[src/rtl/mem_port_arb_if.sv]
// Handshake bundle for mem_port_arb: fetch requester, load/store requester and the
// shared memory port. The arbiter takes the slave view, its environment the master view.
interface mem_port_arb_if #(
  parameter int N_BITS = 32
);
  logic              imem_req_vld;
  logic              imem_req_rdy;
  logic [N_BITS-1:0] imem_req_addr;
  logic              imem_rsp_vld;
  logic [N_BITS-1:0] imem_rsp_data;

  logic              dmem_req_vld;
  logic              dmem_req_rdy;
  logic              dmem_req_mtype;
  logic [1:0]        dmem_req_len;
  logic [N_BITS-1:0] dmem_req_addr;
  logic [N_BITS-1:0] dmem_req_wdata;
  logic              dmem_rsp_vld;
  logic [N_BITS-1:0] dmem_rsp_data;

  logic              mem_req_vld;
  logic              mem_req_rdy;
  logic              mem_req_mtype;
  logic [1:0]        mem_req_len;
  logic [N_BITS-1:0] mem_req_addr;
  logic [N_BITS-1:0] mem_req_wdata;
  logic              mem_rsp_vld;
  logic [N_BITS-1:0] mem_rsp_data;

  modport slave (
    input  imem_req_vld, imem_req_addr,
    input  dmem_req_vld, dmem_req_mtype, dmem_req_len, dmem_req_addr, dmem_req_wdata,
    input  mem_req_rdy, mem_rsp_vld, mem_rsp_data,
    output imem_req_rdy, imem_rsp_vld, imem_rsp_data,
    output dmem_req_rdy, dmem_rsp_vld, dmem_rsp_data,
    output mem_req_vld, mem_req_mtype, mem_req_len, mem_req_addr, mem_req_wdata
  );

  modport master (
    output imem_req_vld, imem_req_addr,
    output dmem_req_vld, dmem_req_mtype, dmem_req_len, dmem_req_addr, dmem_req_wdata,
    output mem_req_rdy, mem_rsp_vld, mem_rsp_data,
    input  imem_req_rdy, imem_rsp_vld, imem_rsp_data,
    input  dmem_req_rdy, dmem_rsp_vld, dmem_rsp_data,
    input  mem_req_vld, mem_req_mtype, mem_req_len, mem_req_addr, mem_req_wdata
  );
endinterface

[src/rtl/mem_port_arb.sv]
// Shares one memory port between fetch (imem) and load/store (dmem): dmem-priority
// arbitration with imem starvation guard, and in-order response routing via a source FIFO.
module mem_port_arb #(
  parameter int N_BITS          = 32,
  parameter int MAX_OUTSTANDING = 4,
  parameter int STARVE_LIMIT    = 3
) (
  input  logic                                 clk,
  input  logic                                 rst,
  mem_port_arb_if.slave                        bus,
  output logic [$clog2(MAX_OUTSTANDING+1)-1:0] outstanding,
  output logic                                 rsp_err
);
  localparam int CW = $clog2(MAX_OUTSTANDING + 1);
  localparam int PW = $clog2(MAX_OUTSTANDING);
  localparam int SW = $clog2(STARVE_LIMIT + 1);
  localparam logic [CW-1:0] FULL_CNT   = CW'(MAX_OUTSTANDING);
  localparam logic [SW-1:0] STARVE_MAX = SW'(STARVE_LIMIT);

  typedef enum logic [1:0] {LOCK_NONE, LOCK_IMEM, LOCK_DMEM} lock_e;

  lock_e                      r_lock;
  logic [CW-1:0]              r_count;
  logic [PW-1:0]              r_wrPtr;
  logic [PW-1:0]              r_rdPtr;
  logic [MAX_OUTSTANDING-1:0] r_srcFifo;
  logic [SW-1:0]              r_starveCnt;
  logic                       r_rspErr;

  logic w_selDmem;
  logic w_selVld;
  logic w_full;
  logic w_empty;
  logic w_grantOk;
  logic w_hs;
  logic w_pop;
  logic w_head;

  // A stalled request keeps its source until accepted, regardless of priority.
  always_comb begin
    w_selDmem = 1'b0;
    case (r_lock)
      LOCK_IMEM: w_selDmem = 1'b0;
      LOCK_DMEM: w_selDmem = 1'b1;
      default: begin
        if (bus.imem_req_vld && bus.dmem_req_vld)
          w_selDmem = (r_starveCnt != STARVE_MAX);
        else
          w_selDmem = bus.dmem_req_vld;
      end
    endcase
  end

  assign w_full    = (r_count == FULL_CNT);
  assign w_empty   = (r_count == '0);
  assign w_selVld  = w_selDmem ? bus.dmem_req_vld : bus.imem_req_vld;
  assign w_grantOk = !rst && !w_full;

  assign bus.mem_req_vld   = w_grantOk && w_selVld;
  assign bus.imem_req_rdy  = w_grantOk && !w_selDmem && bus.mem_req_rdy;
  assign bus.dmem_req_rdy  = w_grantOk && w_selDmem && bus.mem_req_rdy;
  assign bus.mem_req_mtype = w_selDmem && bus.dmem_req_mtype;
  assign bus.mem_req_len   = w_selDmem ? bus.dmem_req_len : 2'd0;
  assign bus.mem_req_addr  = w_selDmem ? bus.dmem_req_addr : bus.imem_req_addr;
  assign bus.mem_req_wdata = w_selDmem ? bus.dmem_req_wdata : '0;

  assign w_hs   = bus.mem_req_vld && bus.mem_req_rdy;
  assign w_pop  = bus.mem_rsp_vld && !w_empty;
  assign w_head = r_srcFifo[r_rdPtr];

  assign bus.imem_rsp_vld  = !rst && w_pop && !w_head;
  assign bus.dmem_rsp_vld  = !rst && w_pop && w_head;
  assign bus.imem_rsp_data = bus.mem_rsp_data;
  assign bus.dmem_rsp_data = bus.mem_rsp_data;

  assign outstanding = r_count;
  assign rsp_err     = r_rspErr;

  always_ff @(posedge clk or posedge rst) begin
    if (rst) begin
      r_lock      <= LOCK_NONE;
      r_count     <= '0;
      r_wrPtr     <= '0;
      r_rdPtr     <= '0;
      r_srcFifo   <= '0;
      r_starveCnt <= '0;
      r_rspErr    <= 1'b0;
    end else begin
      if (w_hs) begin
        r_srcFifo[r_wrPtr] <= w_selDmem;
        r_wrPtr            <= r_wrPtr + 1'b1;
      end
      if (w_pop)
        r_rdPtr <= r_rdPtr + 1'b1;

      case ({w_hs, w_pop})
        2'b10:   r_count <= r_count + 1'b1;
        2'b01:   r_count <= r_count - 1'b1;
        default: r_count <= r_count;
      endcase

      if (bus.mem_rsp_vld && w_empty)
        r_rspErr <= 1'b1;

      // Counts dmem wins only while imem is actually waiting.
      if (!bus.imem_req_vld)
        r_starveCnt <= '0;
      else if (w_hs && !w_selDmem)
        r_starveCnt <= '0;
      else if (w_hs && r_starveCnt != STARVE_MAX)
        r_starveCnt <= r_starveCnt + 1'b1;

      if (w_hs)
        r_lock <= LOCK_NONE;
      else if (bus.mem_req_vld)
        r_lock <= w_selDmem ? LOCK_DMEM : LOCK_IMEM;
    end
  end
endmodule
[src/flat_wrapper.sv]
// flat-port wrapper written by rule: the top's interface ports become plain ports
module mem_port_arb_flat 
#(
  parameter int N_BITS          = 32,
  parameter int MAX_OUTSTANDING = 4,
  parameter int STARVE_LIMIT    = 3
)
  (clk, rst, outstanding, rsp_err, bus_imem_req_vld, bus_imem_req_addr, bus_dmem_req_vld, bus_dmem_req_mtype, bus_dmem_req_len, bus_dmem_req_addr, bus_dmem_req_wdata, bus_mem_req_rdy, bus_mem_rsp_vld, bus_mem_rsp_data, bus_imem_req_rdy, bus_imem_rsp_vld, bus_imem_rsp_data, bus_dmem_req_rdy, bus_dmem_rsp_vld, bus_dmem_rsp_data, bus_mem_req_vld, bus_mem_req_mtype, bus_mem_req_len, bus_mem_req_addr, bus_mem_req_wdata);
  mem_port_arb_if #(.N_BITS(N_BITS)) bus_i ();
  input  logic clk;
  input  logic rst;
  output logic [$clog2(MAX_OUTSTANDING+1)-1:0] outstanding;
  output logic rsp_err;
  input wire logic [$bits(bus_i.imem_req_vld)-1:0] bus_imem_req_vld;
  input wire logic [$bits(bus_i.imem_req_addr)-1:0] bus_imem_req_addr;
  input wire logic [$bits(bus_i.dmem_req_vld)-1:0] bus_dmem_req_vld;
  input wire logic [$bits(bus_i.dmem_req_mtype)-1:0] bus_dmem_req_mtype;
  input wire logic [$bits(bus_i.dmem_req_len)-1:0] bus_dmem_req_len;
  input wire logic [$bits(bus_i.dmem_req_addr)-1:0] bus_dmem_req_addr;
  input wire logic [$bits(bus_i.dmem_req_wdata)-1:0] bus_dmem_req_wdata;
  input wire logic [$bits(bus_i.mem_req_rdy)-1:0] bus_mem_req_rdy;
  input wire logic [$bits(bus_i.mem_rsp_vld)-1:0] bus_mem_rsp_vld;
  input wire logic [$bits(bus_i.mem_rsp_data)-1:0] bus_mem_rsp_data;
  output wire logic [$bits(bus_i.imem_req_rdy)-1:0] bus_imem_req_rdy;
  output wire logic [$bits(bus_i.imem_rsp_vld)-1:0] bus_imem_rsp_vld;
  output wire logic [$bits(bus_i.imem_rsp_data)-1:0] bus_imem_rsp_data;
  output wire logic [$bits(bus_i.dmem_req_rdy)-1:0] bus_dmem_req_rdy;
  output wire logic [$bits(bus_i.dmem_rsp_vld)-1:0] bus_dmem_rsp_vld;
  output wire logic [$bits(bus_i.dmem_rsp_data)-1:0] bus_dmem_rsp_data;
  output wire logic [$bits(bus_i.mem_req_vld)-1:0] bus_mem_req_vld;
  output wire logic [$bits(bus_i.mem_req_mtype)-1:0] bus_mem_req_mtype;
  output wire logic [$bits(bus_i.mem_req_len)-1:0] bus_mem_req_len;
  output wire logic [$bits(bus_i.mem_req_addr)-1:0] bus_mem_req_addr;
  output wire logic [$bits(bus_i.mem_req_wdata)-1:0] bus_mem_req_wdata;
  assign bus_i.imem_req_vld = bus_imem_req_vld;
  assign bus_i.imem_req_addr = bus_imem_req_addr;
  assign bus_i.dmem_req_vld = bus_dmem_req_vld;
  assign bus_i.dmem_req_mtype = bus_dmem_req_mtype;
  assign bus_i.dmem_req_len = bus_dmem_req_len;
  assign bus_i.dmem_req_addr = bus_dmem_req_addr;
  assign bus_i.dmem_req_wdata = bus_dmem_req_wdata;
  assign bus_i.mem_req_rdy = bus_mem_req_rdy;
  assign bus_i.mem_rsp_vld = bus_mem_rsp_vld;
  assign bus_i.mem_rsp_data = bus_mem_rsp_data;
  assign bus_imem_req_rdy = bus_i.imem_req_rdy;
  assign bus_imem_rsp_vld = bus_i.imem_rsp_vld;
  assign bus_imem_rsp_data = bus_i.imem_rsp_data;
  assign bus_dmem_req_rdy = bus_i.dmem_req_rdy;
  assign bus_dmem_rsp_vld = bus_i.dmem_rsp_vld;
  assign bus_dmem_rsp_data = bus_i.dmem_rsp_data;
  assign bus_mem_req_vld = bus_i.mem_req_vld;
  assign bus_mem_req_mtype = bus_i.mem_req_mtype;
  assign bus_mem_req_len = bus_i.mem_req_len;
  assign bus_mem_req_addr = bus_i.mem_req_addr;
  assign bus_mem_req_wdata = bus_i.mem_req_wdata;
  mem_port_arb #(.N_BITS(N_BITS), .MAX_OUTSTANDING(MAX_OUTSTANDING), .STARVE_LIMIT(STARVE_LIMIT)) u_core (.clk(clk), .rst(rst), .bus(bus_i), .outstanding(outstanding), .rsp_err(rsp_err));
endmodule
[config.mk]
export PLATFORM = sky130hd
export DESIGN_NAME = mem_port_arb_flat
export DESIGN_NICKNAME = d
export VERILOG_FILES = /design/src/rtl/mem_port_arb_if.sv /design/src/rtl/mem_port_arb.sv /design/src/flat_wrapper.sv
export SDC_FILE = /design/constraint.sdc
export NUM_CORES = 1
export LEC_CHECK = 0
export CAP_MARGIN = 20
export CORE_AREA = 4 4 105 107
export CTS_BUF_LIST = sky130_fd_sc_hd__clkbuf_8
export DETAILED_ROUTE_END_ITERATION = 6
export DIE_AREA = 0 0 109 111
export GPL_TIMING_DRIVEN = 0
export PLACE_DENSITY = 0.71
export SYNTH_ARGS = -nofsm -noshare
export SYNTH_HDL_FRONTEND = slang
export SYNTH_SLANG_ARGS = --single-unit
[constraint.sdc]
create_clock -name clk -period 6 [get_ports clk]
set_input_delay 1.5 -clock clk [delete_from_list [all_inputs] [get_ports clk]]
set_output_delay 1.5 -clock clk [all_outputs]
set_load 0.05 [all_outputs]
* Yosys cells after proc, flatten, opt, wreduce, memory -nomap -nowiden *
Cells that the tools add are included.

word-level totals
  output and inout port bits = 140
  bits of input ports = 137
  register bits after elaboration = 16
  word-level logic and storage cells = 65

operators by class
  eq/ne operators = 7
  muxes and demuxes = 18
  reduce and logical (&&, ||, !) cells = 25
  $lt $le $gt $ge = 3
  add/sub/neg operators = 5

operator list
  kind                                                                                 count
  32-bit 2-to-1 mux                                                                    2
  1-bit logical AND                                                                    17
  2-bit 2-to-1 mux                                                                     7
  2-bit by 1-bit adder with 2-bit output, second input constant                        3
  2-bit by 3-bit < comparator with 1-bit output, second input constant                 2
  3-bit case mux with 2 select lines                                                   1
  1-bit zero test                                                                      5
  4-bit bitwise mux                                                                    1
  2-bit by 1-bit == test with 1-bit output, second input constant                      2
  2-bit == test, second input constant                                                 2
  1-bit 2-to-1 mux                                                                     4
  2-bit nonzero test                                                                   2
  3-bit by 1-bit adder with 3-bit output, second input constant                        1
  3-bit == test, second input constant                                                 1
  3-bit zero test                                                                      1
  3-bit by 1-bit inequality test with 1-bit output, second input constant              1
  3-bit by 1-bit subtractor with 3-bit output, second input constant                   1
  1-bit binary-select mux with 2-bit select                                            1
  1-bit demux with 2-bit select                                                        1
  2-bit by 1-bit greater-or-equal comparator with 1-bit output, second input constant  1
  2-bit inequality test, second input constant                                         1
  1-bit case mux with 2 select lines                                                   1

* Logic depth before layout (Yosys ltp) *
  depth after elaboration = 10
  gate-level depth with buffers = 12
  gate-level depth less buffers = 12

* Worst setup path before layout *
Ideal clock, no wire load.

  path type = input to output
  from = input bus_imem_req_vld
  to = output bus_mem_req_vld
  data required time = 4.500 ns
  buffers on the path = 0
  setup slack = 1.717 ns
  arrival time = 2.783 ns
  cell stages on the path = 3
  cells stage by stage = mux2_4 o22ai_2 nor3_1

on the way
  word-level cells in the longest chain between the ends = 5

RTL lines
  what                                line                source
  from (decl)                         flat_wrapper.sv:14  input wire logic [$bits(bus_i.imem_req_vld)-1:0] bus_imem_req_vld;
  1-bit logical AND                   mem_port_arb.sv:46  if (bus.imem_req_vld && bus.dmem_req_vld)
  1-bit 2-to-1 mux                    mem_port_arb.sv:46
  1-bit case mux with 2 select lines  mem_port_arb.sv:42  case (r_lock)
  1-bit 2-to-1 mux *                  mem_port_arb.sv:56  assign w_selVld = w_selDmem ? bus.dmem_req_vld : bus.imem_req_vld;
  1-bit logical AND *                 mem_port_arb.sv:59  assign bus.mem_req_vld = w_grantOk && w_selVld;
  to (decl)                           flat_wrapper.sv:30  output wire logic [$bits(bus_i.mem_req_vld)-1:0] bus_mem_req_vld;

Every way passes the cells marked *; elsewhere a longest branch is shown, timed or not.

* Final worst setup path *
  from = input bus_imem_req_vld
  to = output bus_mem_req_addr[22]

on the way
  word-level cells in the longest chain between the ends = 4

RTL lines
  what                                line                source
  1-bit logical AND                   mem_port_arb.sv:46
  1-bit 2-to-1 mux                    mem_port_arb.sv:46
  1-bit case mux with 2 select lines  mem_port_arb.sv:42
  32-bit 2-to-1 mux                   mem_port_arb.sv:64  assign bus.mem_req_addr = w_selDmem ? bus.dmem_req_addr : bus.imem_req_addr;
  to (decl)                           flat_wrapper.sv:33  output wire logic [$bits(bus_i.mem_req_addr)-1:0] bus_mem_req_addr;

No other way between the ends.

==> metrics.cfg <==
[status]
status = completed

[place]
place_congestion = 0.798
place_ws_ps = 341
dp_hpwl_um = 7930
numPortBuffers = 244

[global_routing]
grt_max_degree = 18
grt_pass1_vias = 2793
gr-usage-all-layers = 0.139
antenna_found_initial = 0
grt_overflow = 0
grt_pass1_wl_um = 13700

[timing]
finalCritPeriodShare = 0.939
timing.fmax_mhz = 178
clock_skew_ps = 3.75
setup_violations = 0
rsz0062_at_grt = false
setup_tns_ps = 0
hold_violations = 0
relSlewSlack = 0.569
worst_slew_pin_slew_ps = 645
slew_viol_final = 0
setup_slack_ps = 368
finalCriticalPeriod_ps = 5630

[logic_synthesis]
syn-num-nets = 442
synthArstFlopShare = 1.00
synthMuxAreaShare = 0.0329
synth_ff_type = dfrtp_1
yosysWarningCount = 0
synthAdderAreaFrac = 0.0525
syn_inst = 297
synth_top_family_by_area = simple AND/OR/NAND/NOR gates
ys_seq_area_frac = 0.195
yosys.area_share.simple = 0.340
ys_seq_elements = 16
synth_area_per_cell_um2 = 6.90
synth_compound_area_frac = 0.0769
synth_cell_types = 34
synthXorXnorAreaFrac = 0.0256
synth-edff-count = 0
synth_area_um2 = 2050

[finish]
num-fill-cells = 953
nets = 691
insertedDiodeCount = 0
area_growth_pct = 130
drive_gt1_frac = 0.141
multi_input_area_um2 = 1080
ff_latch_area_um2 = 400

[cts]
cts_tree = yes
clk_pin_slew_ps = 60
cts_max_level = 1
clock_latency_ps = 250
cts_resized = 0
cts_hold_buf = 0
cts_root_buffer = clkbuf_8
clock_sinks = 16
numCtsBuffers = 3
clock_path_buffers = 2
postCtsSetupRepairBufs = 0

[power]
power_mw = 2.34
vdd_ir_drop_max_v = 0.000234
p_per_area_nw_per_um2 = 497
p_leak_nw = 2.10

[min_path]
hold_path.class = reg -> reg

[drt]
avgViaCountPerCell = 3.94
wire_per_inst_um = 13.1
drtPass1Iterations = 4
wirelength_um = 8910
drt_iter0_drc = 46
ant_nets = 0
vias = 2684
drc = 0

[die]
dieArea_um2 = 12100
die_h_um = 111
fp.dieW_um = 109
core_area_um2 = 10100
ios = 277
fp-row-count = 37
start_util = 0.202

[critical_path]
r2r_setup_slack_ps = 3440
required_ps = 4500
arrival_ps = 4130
cp-end-kind = output pin
critPathLaunchType = primary input
crit_fanout = 10
crit_type = in -> out

[flow_run]
drv_cap = 0

cells in the final DEF (no fill, tap or decap), drive strengths merged:
master,n
or3b,1
o22ai,1
and3,1
nor2,5
mux2,1
a31oi,9
buf,67
nor3b,1
o21ai,4
mux2i,3
a21oi,2
clkdlybuf4s50,244
nand2b,1
xnor2,4
o31ai,2
a31o,1
and2,36
a21o,1
xor2,2
or4,1
nand4b,1
dfrtp,16
inv,9
clkbuf,14
nand2,99
nor3,4
o22a,1
nor2b,2
ha,7
fa,1
o2bb2ai,2
nand3,1
mux4,1
final cells by class:
class                      instances  area share
multi-input combinational        195       0.230
clock buffer                       4      0.0117
tap                              136      0.0361
timing repair buffer             244       0.518
buffer                            77       0.113
sequential                        16      0.0849
inverter                           9     0.00716
kinds of logic (layout without fill, tap and decap cells):
family | after synthesis | after routing
AO/OA/AOI/OAI | 23 | 23
buffers and inverters | 86 | 334
XOR/XNOR | 6 | 6
AND/OR/NAND/NOR | 153 | 153
multiplexers | 5 | 5
flip-flops | 16 | 16
adder cells (fa/ha/maj) | 8 | 8
worst paths after layout:
path / from / end / cells past startpoint
worst max register to register: u_core.r_lock[0] / u_core.outstanding[2] / 12
worst min register to register: u_core.rsp_err / u_core.rsp_err / 1
worst max-delay path: bus_imem_req_vld / bus_mem_req_addr[22] / 8
max in group asynchronous: rst / u_core.r_lock[0] / 2
worst min-delay path: u_core.rsp_err / u_core.rsp_err / 1
min in group asynchronous: rst / u_core.r_srcFifo[1] / 2
registers in the layout, summed over array words and instances (netlist names):
| name | flops |
|---|---|
| u_core.r_wrPtr | 2 |
| u_core.outstanding | 3 |
| u_core.r_lock | 2 |
| u_core.r_srcFifo | 4 |
| u_core.r_rdPtr | 2 |
| u_core.rsp_err | 1 |
| u_core.r_starveCnt | 2 |
critical path, cell delays in order:
cell and delay, ps:
clkdlybuf4s50_1 660, nand2_1 120, a31oi_1 310, buf_2 300, buf_2 250, nand2_1 70, nand2_1 60, clkdlybuf4s50_1 850
power breakdown:
group / internal, mW / switching [mW] / leakage [nW] / total (mW)
sequential: 0.159 / 0.0441 / 0.192 / 0.203
clock: 0.0582 / 0.0372 / 0.0288 / 0.0954
combinational: 0.700 / 1.34 / 1.88 / 2.04
stage by stage:
stage / hold slack [ps] / cell area [um2] / instances / utilization
detailed placement: 447 / 4660 / 677 / 0.460
CTS: 461 / 4720 / 681 / 0.465
finish: 465 / 4720 / 681 / 0.465
global placement: 441 / 4660 / 677 / 0.460
global route: 486 / 4720 / 681 / 0.465
floorplan: 453 / 2050 / 297 / -
synth_stat cells (3+ instances only):
master / instances / area, um2
a31oi_1: 9 / 56.3
nor2_1: 5 / 18.8
buf_4: 64 / 480
nor3_1: 4 / 20.0
and2_1: 35 / 219
nand2_1: 99 / 372
buf_2: 3 / 15.0
xnor2_1: 4 / 35.0
inv_1: 9 / 33.8
o21ai_0: 4 / 20.0
mux2i_1: 3 / 30.0
ha_1: 7 / 87.6
dfrtp_1: 16 / 400
clkbuf_1: 10 / 37.5
routing by layer:
layer | global-route usage | vias to the layer above | share of wire
li1 | - | 1368 | -
met1 | 0.146 | 1186 | 0.34
met2 | 0.267 | 128 | 0.55
met3 | 0.0518 | 2 | 0.11
met4 | 0.00926 | 0 | 0.0021
met5 | 0 | - | 0
Power figures use the tool's default switching activity.
